$ cat src/rtl/fighter_pkg.sv
// Shared fighter definitions: defender state encoding, attack type codes and
// the damage lookup used by the hit receiver.
package fighter_pkg;

  typedef enum logic [1:0] {
    ST_IDLE    = 2'd0,
    ST_HITSTUN = 2'd1,
    ST_INVULN  = 2'd2,
    ST_KO      = 2'd3
  } hit_state_t;

  localparam logic [1:0] ATK_NONE = 2'd0;
  localparam logic [1:0] ATK1     = 2'd1;

  localparam int unsigned HEALTH_W = 7;
  localparam int unsigned POS_W    = 10;
  localparam int unsigned CNT_W    = 4;

  // Unknown attack codes fall back to ATK1 damage so a glitching opponent still hurts.
  function automatic logic [HEALTH_W-1:0] attack_damage(
    input logic [1:0]          atk_type,
    input logic [HEALTH_W-1:0] atk1_dmg
  );
    case (atk_type)
      ATK_NONE: attack_damage = '0;
      default:  attack_damage = atk1_dmg;
    endcase
  endfunction

  function automatic logic [HEALTH_W-1:0] sat_sub(
    input logic [HEALTH_W-1:0] value,
    input logic [HEALTH_W-1:0] dmg
  );
    sat_sub = (value <= dmg) ? '0 : value - dmg;
  endfunction

endpackage

$ cat src/rtl/hitbox_overlap.sv
// Combinational range check: is self within HIT_RANGE pixels in front of the
// attacker? Ordering is tested before subtracting so the difference never wraps.
module hitbox_overlap
  import fighter_pkg::*;
#(
  parameter int unsigned HIT_RANGE = 40
) (
  input  logic [POS_W-1:0] opp_x,
  input  logic             opp_facing,
  input  logic [POS_W-1:0] self_x,
  output logic             in_range
);

  logic [POS_W-1:0] diff;

  always_comb begin
    // NOTE: every combinational output gets a default first, so no path infers a latch.
    in_range = 1'b0;
    diff     = '0;
    if (opp_facing) begin
      if (self_x >= opp_x) begin
        diff     = self_x - opp_x;
        in_range = (diff <= POS_W'(HIT_RANGE));
      end
    end else begin
      if (opp_x >= self_x) begin
        diff     = opp_x - self_x;
        in_range = (diff <= POS_W'(HIT_RANGE));
      end
    end
  end

endmodule

$ cat src/rtl/player_hit_receiver.sv
// Defender-side hit logic: lands at most one hit per opponent attack window,
// applies damage, and sequences hitstun -> invulnerability -> idle, or KO.
// Optional chip-damage blocking is enabled by defining PLAYER_BLOCK_EN.
module player_hit_receiver
  import fighter_pkg::*;
#(
  parameter int unsigned HEALTH_MAX     = 100,
  parameter int unsigned HIT_RANGE      = 40,
  parameter int unsigned ATK1_DAMAGE    = 10,
  parameter int unsigned CHIP_DAMAGE    = 2,
  parameter int unsigned HITSTUN_FRAMES = 12,
  parameter int unsigned INVULN_FRAMES  = 8
) (
  input  logic                clk,
  input  logic                reset,
  input  logic                SCEN,
  input  logic                opp_attack_active,
  input  logic [1:0]          opp_attack_type,
  input  logic [POS_W-1:0]    opp_x,
  input  logic                opp_facing,
  input  logic [POS_W-1:0]    self_x,
  input  logic                block,
  output logic [HEALTH_W-1:0] health,
  output logic                hit_pulse,
  output logic                hit_stun,
  output logic [3:0]          hurt_frame,
  output logic                knock_dir,
  output logic                invuln,
  output logic                ko
);

  hit_state_t          state, next_state;
  logic [CNT_W-1:0]    cnt, next_cnt;
  logic [HEALTH_W-1:0] next_health;
  logic                consumed, next_consumed;
  logic                next_knock_dir;
  logic                hit;
  logic                in_range;
  logic                blocked;
  logic [HEALTH_W-1:0] dmg;
  logic [HEALTH_W-1:0] hit_health;

  hitbox_overlap #(.HIT_RANGE(HIT_RANGE)) u_overlap (
    .opp_x      (opp_x),
    .opp_facing (opp_facing),
    .self_x     (self_x),
    .in_range   (in_range)
  );

`ifdef PLAYER_BLOCK_EN
  assign blocked = block;
`else
  logic unused_block;
  assign unused_block = block;
  assign blocked      = 1'b0;
`endif

  assign dmg        = blocked ? HEALTH_W'(CHIP_DAMAGE)
                              : attack_damage(opp_attack_type, HEALTH_W'(ATK1_DAMAGE));
  assign hit_health = sat_sub(health, dmg);

  always_comb begin
    next_state     = state;
    next_cnt       = cnt;
    next_health    = health;
    next_consumed  = consumed;
    next_knock_dir = knock_dir;
    hit            = 1'b0;

    if (SCEN && state != ST_KO) begin
      if (!opp_attack_active) next_consumed = 1'b0;

      case (state)
        ST_IDLE: begin
          if (!consumed && opp_attack_active && opp_attack_type != ATK_NONE && in_range) begin
            hit            = 1'b1;
            next_consumed  = 1'b1;
            next_knock_dir = opp_facing;
            next_health    = hit_health;
            next_cnt       = '0;
            if (hit_health == '0) next_state = ST_KO;
            else if (!blocked)    next_state = ST_HITSTUN;
          end
        end
        ST_HITSTUN: begin
          if (cnt == CNT_W'(HITSTUN_FRAMES - 1)) begin
            next_state = ST_INVULN;
            next_cnt   = '0;
          end else begin
            next_cnt = cnt + 1'b1;
          end
        end
        ST_INVULN: begin
          if (cnt == CNT_W'(INVULN_FRAMES - 1)) begin
            next_state = ST_IDLE;
            next_cnt   = '0;
          end else begin
            next_cnt = cnt + 1'b1;
          end
        end
        default: ;
      endcase
    end
  end

  always_ff @(posedge clk) begin
    // NOTE: sequential state uses non-blocking assignments so every register samples pre-edge values.
    if (reset) begin
      state     <= ST_IDLE;
      cnt       <= '0;
      health    <= HEALTH_W'(HEALTH_MAX);
      consumed  <= 1'b0;
      knock_dir <= 1'b0;
      hit_pulse <= 1'b0;
    end else begin
      state     <= next_state;
      cnt       <= next_cnt;
      health    <= next_health;
      consumed  <= next_consumed;
      knock_dir <= next_knock_dir;
      hit_pulse <= hit;
    end
  end

  assign hit_stun   = (state == ST_HITSTUN);
  assign hurt_frame = hit_stun ? 4'(cnt) : 4'd0;
  assign invuln     = (state == ST_INVULN);
  assign ko         = (state == ST_KO);

endmodule
$ cat config.mk
export PLATFORM = sky130hd
export DESIGN_NAME = player_hit_receiver
export DESIGN_NICKNAME = d
export VERILOG_FILES = /design/src/rtl/fighter_pkg.sv /design/src/rtl/hitbox_overlap.sv /design/src/rtl/player_hit_receiver.sv
export SDC_FILE = /design/constraint.sdc
export NUM_CORES = 1
export LEC_CHECK = 0
export ABC_AREA = 1
export BUFFER_PORTS_ARGS = -buffer_cell sky130_fd_sc_hd__buf_2
export CAP_MARGIN = 20
export CELL_PAD_IN_SITES_DETAIL_PLACEMENT = 1
export CELL_PAD_IN_SITES_GLOBAL_PLACEMENT = 1
export CORE_MARGIN = 3
export CORE_UTILIZATION = 41
export CTS_BUF_LIST = sky130_fd_sc_hd__clkbuf_2 sky130_fd_sc_hd__clkbuf_4 sky130_fd_sc_hd__clkbuf_8
export DETAILED_ROUTE_END_ITERATION = 12
export GPL_ROUTABILITY_DRIVEN = 0
export PLACE_DENSITY_LB_ADDON = 0.2
export RECOVER_POWER = 50
export SYNTH_ARGS = -nofsm -noshare
export SYNTH_HDL_FRONTEND = slang
export SYNTH_SLANG_ARGS = --single-unit
$ cat constraint.sdc
create_clock -name clk -period 3.8 [get_ports clk]
set_clock_uncertainty 0.15 [all_clocks]
set_input_delay 0.38 -clock clk [delete_from_list [all_inputs] [get_ports clk]]
set_output_delay 0.38 -clock clk [all_outputs]
set_load 0.01 [all_outputs]
* Word level (Yosys, flattened, before mapping) *
Index checks and enable logic that the tools add are counted.

word-level totals
  register bits after elaboration = 16
  bits of input ports = 28

operators by class
  $add $sub $neg = 4
  magnitude comparators = 5
  equality and inequality tests = 9
  muxes and demuxes = 19
  bitwise gates (word level) = 2
  reductions and logical operators = 14

operators with widths
  cell                   count
  $ge A10 B10 Y1         2
  $le A10 B6 Y1 const B  2
  $mux W4                5
  $sub A10 B10 Y10       2
  $pmux W4 S3            1
  $mux W2                4
  $le A7 B4 Y1           1
  $logic_not A7 Y1       1
  $mux W1                7
  $mux W7                1
  $sub A7 B4 Y7          1
  $pmux W2 S3            1
  $reduce_and A3 Y1      2
  $reduce_and A5 Y1      1
  $add A4 B1 Y4 const B  1
  $eq A2 B2 Y1 const B   2
  $eq A4 B3 Y1 const B   1
  $eq A4 B4 Y1 const B   1
  $logic_and A1 B1 Y1    4
  $logic_not A2 Y1       2
  $ne A2 B1 Y1 const B   2
  $ne A2 B2 Y1 const B   2
  $reduce_bool A3 Y1     1
  $reduce_or A3 Y1       1
  other kinds (4)        5

* Logic depth before layout (Yosys ltp) *
Gate-level depths: netlist (run 1).

  word-level depth = 8
  gate-level depth with buffers = 21
  depth with buffers taken out = 21

* Cells and area by module *
From an unflattened synthesis (run 1), not the netlist that was laid out.

second synthesis, totals
  cell total of the unflattened synthesis = 408
  area total of the unflattened synthesis = 2,238.4 um^2

modules (own cells, without submodules)
  module               times used  cells each  area each (um^2)  seq. area each (um^2)
  hitbox_overlap       1           244         1,188.6           0.0
  player_hit_receiver  1           164         1,049.8           320.3

* Worst setup path after synthesis (run 1) *
Ideal clock, no wire load.

  path type = input -> register
  from = input opp_x[4]
  to = register health[6]
  setup time = 0.119 ns
  arrival time = 2.030 ns
  required time = 3.531 ns
  setup slack = 1.500 ns
  cell stages on the path = 17
  cell sequence = inv_1 > ha_1 > nand2_1 > inv_1 > a21oi_1 > nand2_1 > nand2_1 > nand2_1 > nand2_1 > nand2_1 > nor2_1 > nand2_1 > nand2_2 > nand4_2 > buf_6 > a21oi_1 > o21ai_1

on the way
  word-level cells in the longest chain between the ends = 6
  elaborated cells between the ends (all ways) = 11

RTL lines
  element                                 line                                        source
  start: declaration                      player_hit_receiver.sv:19                   input logic [POS_W-1:0] opp_x,
  $sub A10 B10 Y10 (on tied branches)     hitbox_overlap.sv:27, hitbox_overlap.sv:22
  $le A10 B6 Y1 (on tied branches)        hitbox_overlap.sv:28, hitbox_overlap.sv:23
  $mux W1 (on tied branches)              hitbox_overlap.sv:26, hitbox_overlap.sv:21
  $mux W1 (*)                             hitbox_overlap.sv:20                        if (opp_facing) begin
  $logic_and A1 B1 Y1 (*)                 player_hit_receiver.sv:75                   if (!consumed && opp_attack_active && opp_attack_type != ATK_NONE && in_range) begin
  $reduce_and A3 Y1 (no source line) (*)  -
  end signal: assignment                  player_hit_receiver.sv:111                  health <= HEALTH_W'(HEALTH_MAX);
  end signal: assignment                  player_hit_receiver.sv:118                  health <= next_health;
  end: declaration                        player_hit_receiver.sv:23                   output logic [HEALTH_W-1:0] health,

Mark *: on every way between the ends. The rest lies on a longest branch, timed or not.
A chain may end at the register's enable or synchronous reset.

* Final worst setup path (run 1) *
  from = input opp_x[5]
  to = register health[1]

Same word-level chain as after synthesis.

==> key figures, run 1 <==
Yosys
  – Syn Inst Count: 409
  – #FFs+latches synth: 16
  – Mapped cell area: 2220 sq um
  – Avg Cell Area, Syn: 5.42 sq um
  – Yosys warnings: 0
  – Syn Nets: 465
  – Register area share after synthesis: 14.5%
  – Synth cell types: 25

Floorplanning
  – # IOs: 44
  – Initial Util: 42.8%
  – Die height: 79.5 microns
  – Core footprint: 5170 sq um
  – Die ar.: 6320 sq um
  – Rows: 26
  – Die width: 79.5 microns

Timing
  – Hold Violations, Final: 0
  – # setup viols final: 0
  – Slew margin rel.: 72.8%
  – Worst hold slack: 0.178 ns
  – Final Max Tran Viols: 0
  – Fmax: 0.369 GHz
  – Worst Max-Slew Pin Slew: 0.407 ns
  – Min cycle time layout: 2.71 ns
  – Unrepaired setup endpoints after global routing: false
  – Total negative slack: 0 ns
  – Fin crit share: 71.4%

Routing
  – Mean routed wirelength per cell: 12.1 microns
  – Starting DRC count in detailed routing: 74
  – Post-DR vias/cell: 4.91
  – Drt drc: 0
  – First-pass detailed-route iteration total: 4
  – Final wirelength: 6.30 mm
  – DRT antenna net count: 0
  – Via count: 2562

Critical path
  – Reg2reg start: health[1]
  – Crit path arrival time: 2.70 ns
  – Worst EP required: 3.79 ns
  – Reg-to-Reg End: state[1]
  – Crit path launch: opp_x[5]
  – Critical path's slowest cell: ha_1
  – Most used cell, CP: nand2_1
  – Worst path bufs/invs: 2
  – CP Cell Sequence: buf_2, inv_1, ha_1, nand2_1, nor2_1, nand2_1, nand2_1, nand2_1, nand2_1, nand3_1, nor2_1, nand2_1, nand2_2, nand4_2, o21ai_0, nor2_1
  – Worst reg2reg path depth: 15
  – Worst setup EP type: flip-flop
  – CP delay by family, top: simple AND/OR/NAND/NOR gates
  – Kind of critical path: primary input to flip-flop
  – R2R setup slack: 1.49 ns
  – Critical-path maximum fanout: 14
  – CP peak stage delay: 0.43 ns
  – Crit start category: primary input

Power and ir drop
  – Sequential share of power: 28.4%
  – Power Internal: 389 uW
  – Clock share of power: 22.9%
  – PwrDens: 274 nW/um^2
  – Leakage power: 0.00158 uW
  – Sw power: 302 uW
  – Switching share of total power: 43.8%
  – Maximum VDD drop: 121 uV
  – Logic pwr share: 48.8%

Hold path
  – Hold Path Depth: 2
  – HP Start: reset
  – WHS Endpoint: consumed
  – Worst min-delay path class: primary input to flip-flop

Place
  – Port bufs: 42
  – DP HPWL: 5.35 mm
  – Placed cells: 518

Clock tree
  – TritonCTS clock tree: done
  – Num CTS Buffers: 3
  – Sink Count: 16
  – Root buffer cell: clkbuf_8
  – Worst skew pair latency: 0.25 ns
  – Number of H-tree levels: 1
  – Setup bufs post-CTS: 0
  – Longest Clk Path Bufs: 2
  – Post-CTS Resized: 0
  – Clock slew at reported path FFs: 0.07 ns
  – CTS Hold Bufs: 0

GRT
  – Total track usage: 21.3%
  – Initial antenna violation count: 0
  – Largest net degree at the start of global routing: 15
  – Vias in the first global route: 2534
  – First-pass GRT wire length: 11.2 mm
  – Grt total ovfl: 0

Final layout
  – # nets final: 509
  – Fillcell total: 785
  – Diodes inserted: 0
  – Final Util: 48.8%
  – Final std cells w/o fill: 522
  – P&R area growth vs syn: 13.9%
  – Fraction of layout cells with a size suffix above 1: 9.07%

Run
  – Max_cap viols: 0

Run status
  – Status: finished clean
[area by class of cell]
type                       instances  area, sq um  area share [%]
multi-input combinational        301         1540            60.9
tap                               70         87.6            3.47
timing repair buffer              42          190            7.53
sequential                        16          320            12.7
clock buffer                       4         55.1            2.18
inverter                          89          334            13.2
[flip-flops by register name, indices dropped and copies added (netlist names)]
register and cells:
cnt 4, state 2, consumed 1, hit_pulse 1, health 7, knock_dir 1
[logic make-up after synthesis]
kind of cell / count (synthesis) / synth area share, %
AO/OA/AOI/OAI: 38 / 9.09
adder cells (fa/ha/maj): 28 / 15.8
XOR/XNOR: 1 / 0.395
flip-flops: 16 / 14.5
buffers and inverters: 92 / 16.1
AND/OR/NAND/NOR: 234 / 44.1
[routing by layer]
layer | up-vias | part of all wire (%) | GRT usage, %
met1 | 1190 | 48 | 28.9
li1 | 1334 | - | -
met5 | - | 0 | 0
met4 | 0 | 0.14 | 2.58
met3 | 2 | 3.2 | 2.82
met2 | 36 | 49 | 36.9
[cells in the mapped netlist]
master | instances | share of area, %
nand2_1 | 138 | 23
inv_1 | 89 | 15
nor2_1 | 41 | 6.9
nand3_1 | 36 | 8.1
ha_1 | 28 | 16
a21oi_1 | 20 | 4.5
dfxtp_1 | 16 | 14
o21ai_0 | 11 | 2.5
nand2_2 | 6 | 1.7
nand4_1 | 5 | 1.4
nor2_2 | 3 | 0.85
a211oi_1 | 2 | 0.68
o21ai_1 | 2 | 0.45
a31oi_1 | 1 | 0.28
buf_2 | 1 | 0.23
buf_6 | 1 | 0.51
clkbuf_4 | 1 | 0.34
nand2b_1 | 1 | 0.28
nand4_2 | 1 | 0.56
nor3_1 | 1 | 0.23
nor3b_1 | 1 | 0.34
o211ai_1 | 1 | 0.34
o21bai_1 | 1 | 0.34
or2_2 | 1 | 0.28
xor2_1 | 1 | 0.40
[cells in the final DEF (no fill, tap or decap), types with 2 or more instances in the layout]
cell      count
buf_2        26
nand3_1      36
nand2_1     138
nor2_2        3
nor2_1       41
ha_1         28
o21ai_0      11
clkbuf_1     16
a21oi_1      20
inv_1        89
clkbuf_8      4
o21ai_1       2
a211oi_1      2
dfxtp_1      16
nand4_1       5
nand2_2       6
[power groups by stage]
stage                     Combinational (uW)  Clock [uW]  Sequential, uW
after floorplan                          246           0             198
after global placement                   323           0             199
after detailed placement                 338           0             200
after CTS                                342         161             196
after global routing                     396         171             198
final                                    337         158             196
[per-stage QoR]
step / instance area, sq um / setup slack (ns) / total power [uW]
after floorplan: 2220 / 1.50 / 444
after global placement: 2490 / 0.907 / 522
after detailed placement: 2490 / 0.824 / 538
after CTS: 2540 / 1.09 / 699
after global routing: 2520 / 0.768 / 766
final: 2520 / 1.09 / 691
[worst max path at each step]
stage	endpoint	slack, ns	depth (start not counted)
after floorplan	health[6]	1.50	17
after global placement	health[1]	0.91	16
after detailed placement	health[1]	0.82	17
after CTS	health[1]	1.09	17
after global routing	health[1]	0.77	16
final	health[1]	1.09	16
No activity file was read; power rests on OpenSTA's default activity.
==> run 2, diff against run 1 <==
--- a/config.mk
+++ b/config.mk
@@ -11,7 +11,7 @@
 export CELL_PAD_IN_SITES_DETAIL_PLACEMENT = 1
 export CELL_PAD_IN_SITES_GLOBAL_PLACEMENT = 1
 export CORE_MARGIN = 3
-export CORE_UTILIZATION = 41
+export CORE_UTILIZATION = 34
 export CTS_BUF_LIST = sky130_fd_sc_hd__clkbuf_2 sky130_fd_sc_hd__clkbuf_4 sky130_fd_sc_hd__clkbuf_8
 export DETAILED_ROUTE_END_ITERATION = 12
 export GPL_ROUTABILITY_DRIVEN = 0
==> constraint.sdc (replaced) <==
create_clock -name clk -period 2.41 [get_ports clk]
set_clock_uncertainty 0.15 [all_clocks]
set_input_delay 0.241 -clock clk [delete_from_list [all_inputs] [get_ports clk]]
set_output_delay 0.241 -clock clk [all_outputs]
set_load 0.01 [all_outputs]
==> run 2 against run 1 <==
  * Critical path depth decreased by 1
  * Sequential share of layout area decreased by 1.2 points
  * Clock-buffer cell count unchanged
  * Power increased by 68%
  * Global-route usage decreased by 3.3 points
==> key figures, run 2 (synthesis gave the netlist of run 1 again) <==
Power and ir drop
  – Pwr Total: 1160 uW (+68%)
  – Leakage power: 0.00171 uW (+8.2%)
  – PwrDens: 417 nW/um^2 (+52%)
  – Maximum VDD drop: 229 uV (+90%)

Floorplanning
  – Core footprint: 6130 sq um (+19%)
  – Rows: 28 (+7.7%)
  – Die width: 86.7 microns (+9.1%)
  – Die ar.: 7520 sq um (+19%)
  – Die height: 86.7 microns (+9.1%)
  – # IOs: 44 (unchanged)
  – Initial Util: 36.1% (-6.7 points)

Routing
  – Drt drc: 0 (unchanged)
  – Met1 WL: 3.18 mm (+5.3%)
  – Post-DR vias/cell: 4.73 (-3.5%)
  – Routed met2 length: 3.12 mm (+1.8%)
  – Via count: 2618 (+2.2%)
  – DR WL met3: 256 microns (+27%)
  – First-pass detailed-route iteration total: 6 (+2)
  – Mean routed wirelength per cell: 11.9 microns (-1.6%)
  – Final wirelength: 6.57 mm (+4.3%)
  – Starting DRC count in detailed routing: 64 (-14%)
  – DRT antenna net count: 0 (unchanged)
  – Highest routed layer: met4

Final layout
  – Final std cells w/o fill: 553 (+5.9%)
  – Final Util: 45.4% (-3.4 points)
  – P&R area growth vs syn: 25.7%
  – Max reg flops: 7 (unchanged)
  – Top flop regs: health x7, cnt x4, state x2
  – # nets final: 535 (+5.1%)
  – Most frequent cells in the layout: 134 x nand2_1, 89 x inv_1, 39 x nor2_1
  – Most common cell after layout, fill and taps aside: nand2_1
  – Fillcell total: 925 (+18%)
  – Diodes inserted: 0 (unchanged)
  – Fraction of layout cells with a size suffix above 1: 16.7% (+7.7 points)
  – Largest Register: health

GRT
  – First-pass GRT wire length: 11.2 mm (+0.24%)
  – Grt total ovfl: 0 (unchanged)
  – Total track usage: 18.1% (-3.3 points)
  – Vias in the first global route: 2661 (+5.0%)
  – Largest net degree at the start of global routing: 13 (-2)
  – Initial antenna violation count: 0 (unchanged)

Timing
  – # setup viols final: 0 (unchanged)
  – Fin crit share: 90.8%
  – Slew margin rel.: 70.5% (-2.3 points)
  – Hold Violations, Final: 0 (unchanged)
  – Min cycle time layout: 2.19 ns
  – Fmax: 0.457 GHz
  – Worst Max-Slew Pin Slew: 0.442 ns (+0.0346 ns)
  – Final Max Tran Viols: 0 (unchanged)
  – Total negative slack: 0 ns (unchanged)
  – Setup WS post-layout: 0.221 ns (-0.867 ns)

Critical path
  – Worst setup EP type: flip-flop
  – Crit path arrival time: 2.18 ns (-0.52 ns)
  – Worst EP required: 2.41 ns (-1.38 ns)
  – Critical-path maximum fanout: 6 (-8)
  – R2R setup slack: 0.27 ns (-1.22 ns)
  – Reg2reg start: health[1]
  – Reg-to-Reg End: state[1]
  – Worst reg2reg path depth: 14 (-1)
  – Crit start category: primary input
  – Kind of critical path: primary input to flip-flop

Hold path
  – Hold Path Depth: 2 (unchanged)
  – WHS Endpoint: hit_pulse
  – Worst min-delay path class: primary input to flip-flop
  – HP Start: reset

Clock tree
  – Root buffer cell: clkbuf_8
  – Longest Clk Path Bufs: 2 (unchanged)
  – Sink Count: 16 (unchanged)
  – Worst skew pair latency: 0.26 ns (about the same)
  – CTS Hold Bufs: 0 (unchanged)
  – TritonCTS clock tree: done
  – Clock slew at reported path FFs: 0.07 ns (about the same)
  – Number of H-tree levels: 1 (unchanged)
  – Num CTS Buffers: 3 (unchanged)

Place
  – Placed cells: 548 (+5.8%)
  – Port bufs: 42 (unchanged)
  – Pre-CTS WS: -0.100 ns (-0.924 ns)
  – DP HPWL: 5.68 mm (+6.1%)

Run
  – Max_cap viols: 0 (unchanged)

Run status
  – Status: finished clean
-- run 2: cell count changes in the layout (fill, tap and decap cells not counted), moves of 3 or more --
cell,change
buf_4,+26
ha_1,-5
nand2_1,-4
nand2_2,+4
ha_4,+3
-- run 2: layout make-up --
class	count	area, sq um	area share (%)
multi-input cells	301	1600	57.3
flip-flops and latches	16	320	11.5
inverters	89	334	12.0
repair buffers	68	388	13.9
clock buffers	4	55.1	1.98
well taps	75	93.8	3.37
-- run 2: per-layer routing --
metal	track usage, %	up-vias
li1	-	1388
met1	23.8	1190
met2	32.1	38
met3	2.47	2
met4	2.12	0
met5	0	-
-- run 2: worst max path at each step --
| stage | cells past startpoint | slack [ns] | end | start |
|---|---|---|---|---|
| global route | 20 | -0.005 | state[0] | opp_x[4] |
| floorplan | 17 | 0.25 | health[6] | opp_x[4] |
| detailed placement | 16 | -0.10 | health[1] | opp_x[2] |
| global placement | 16 | -0.02 | health[1] | opp_x[5] |
| finish | 15 | 0.22 | health[6] | opp_x[6] |
| CTS | 18 | 0.15 | health[6] | opp_x[1] |
-- run 2: worst max-delay path, stage by stage --
cell and delay (ns):
buf_2 0.09, inv_1 0.04, ha_1 0.37, nand2_1 0.15
nor2_1 0.25, nand3_1 0.11, nand4_1 0.09, nand3_1 0.09
nor2_1 0.09, nand2_1 0.06, nand2_2 0.07, nand4_2 0.13
buf_4 0.19, a21oi_1 0.14, o21ai_1 0.09
-- run 2: stage by stage --
stage	hold slack (ns)	instance area (sq um)
floorplan	0.160	2220
global placement	0.290	2680
detailed placement	0.298	2680
CTS	0.0291	2740
global route	0.0263	2790
finish	0.0289	2790
-- run 2: power breakdown --
group          switching, uW  internal, uW  total [uW]
clock                    105           145         251
combinational            367           235         602
sequential              21.4           288         309
-- run 2: repair_timing --
action	CTS	global route
buffers inserted	0	1
resized for setup	0	13
setup endpoints to repair	0	14
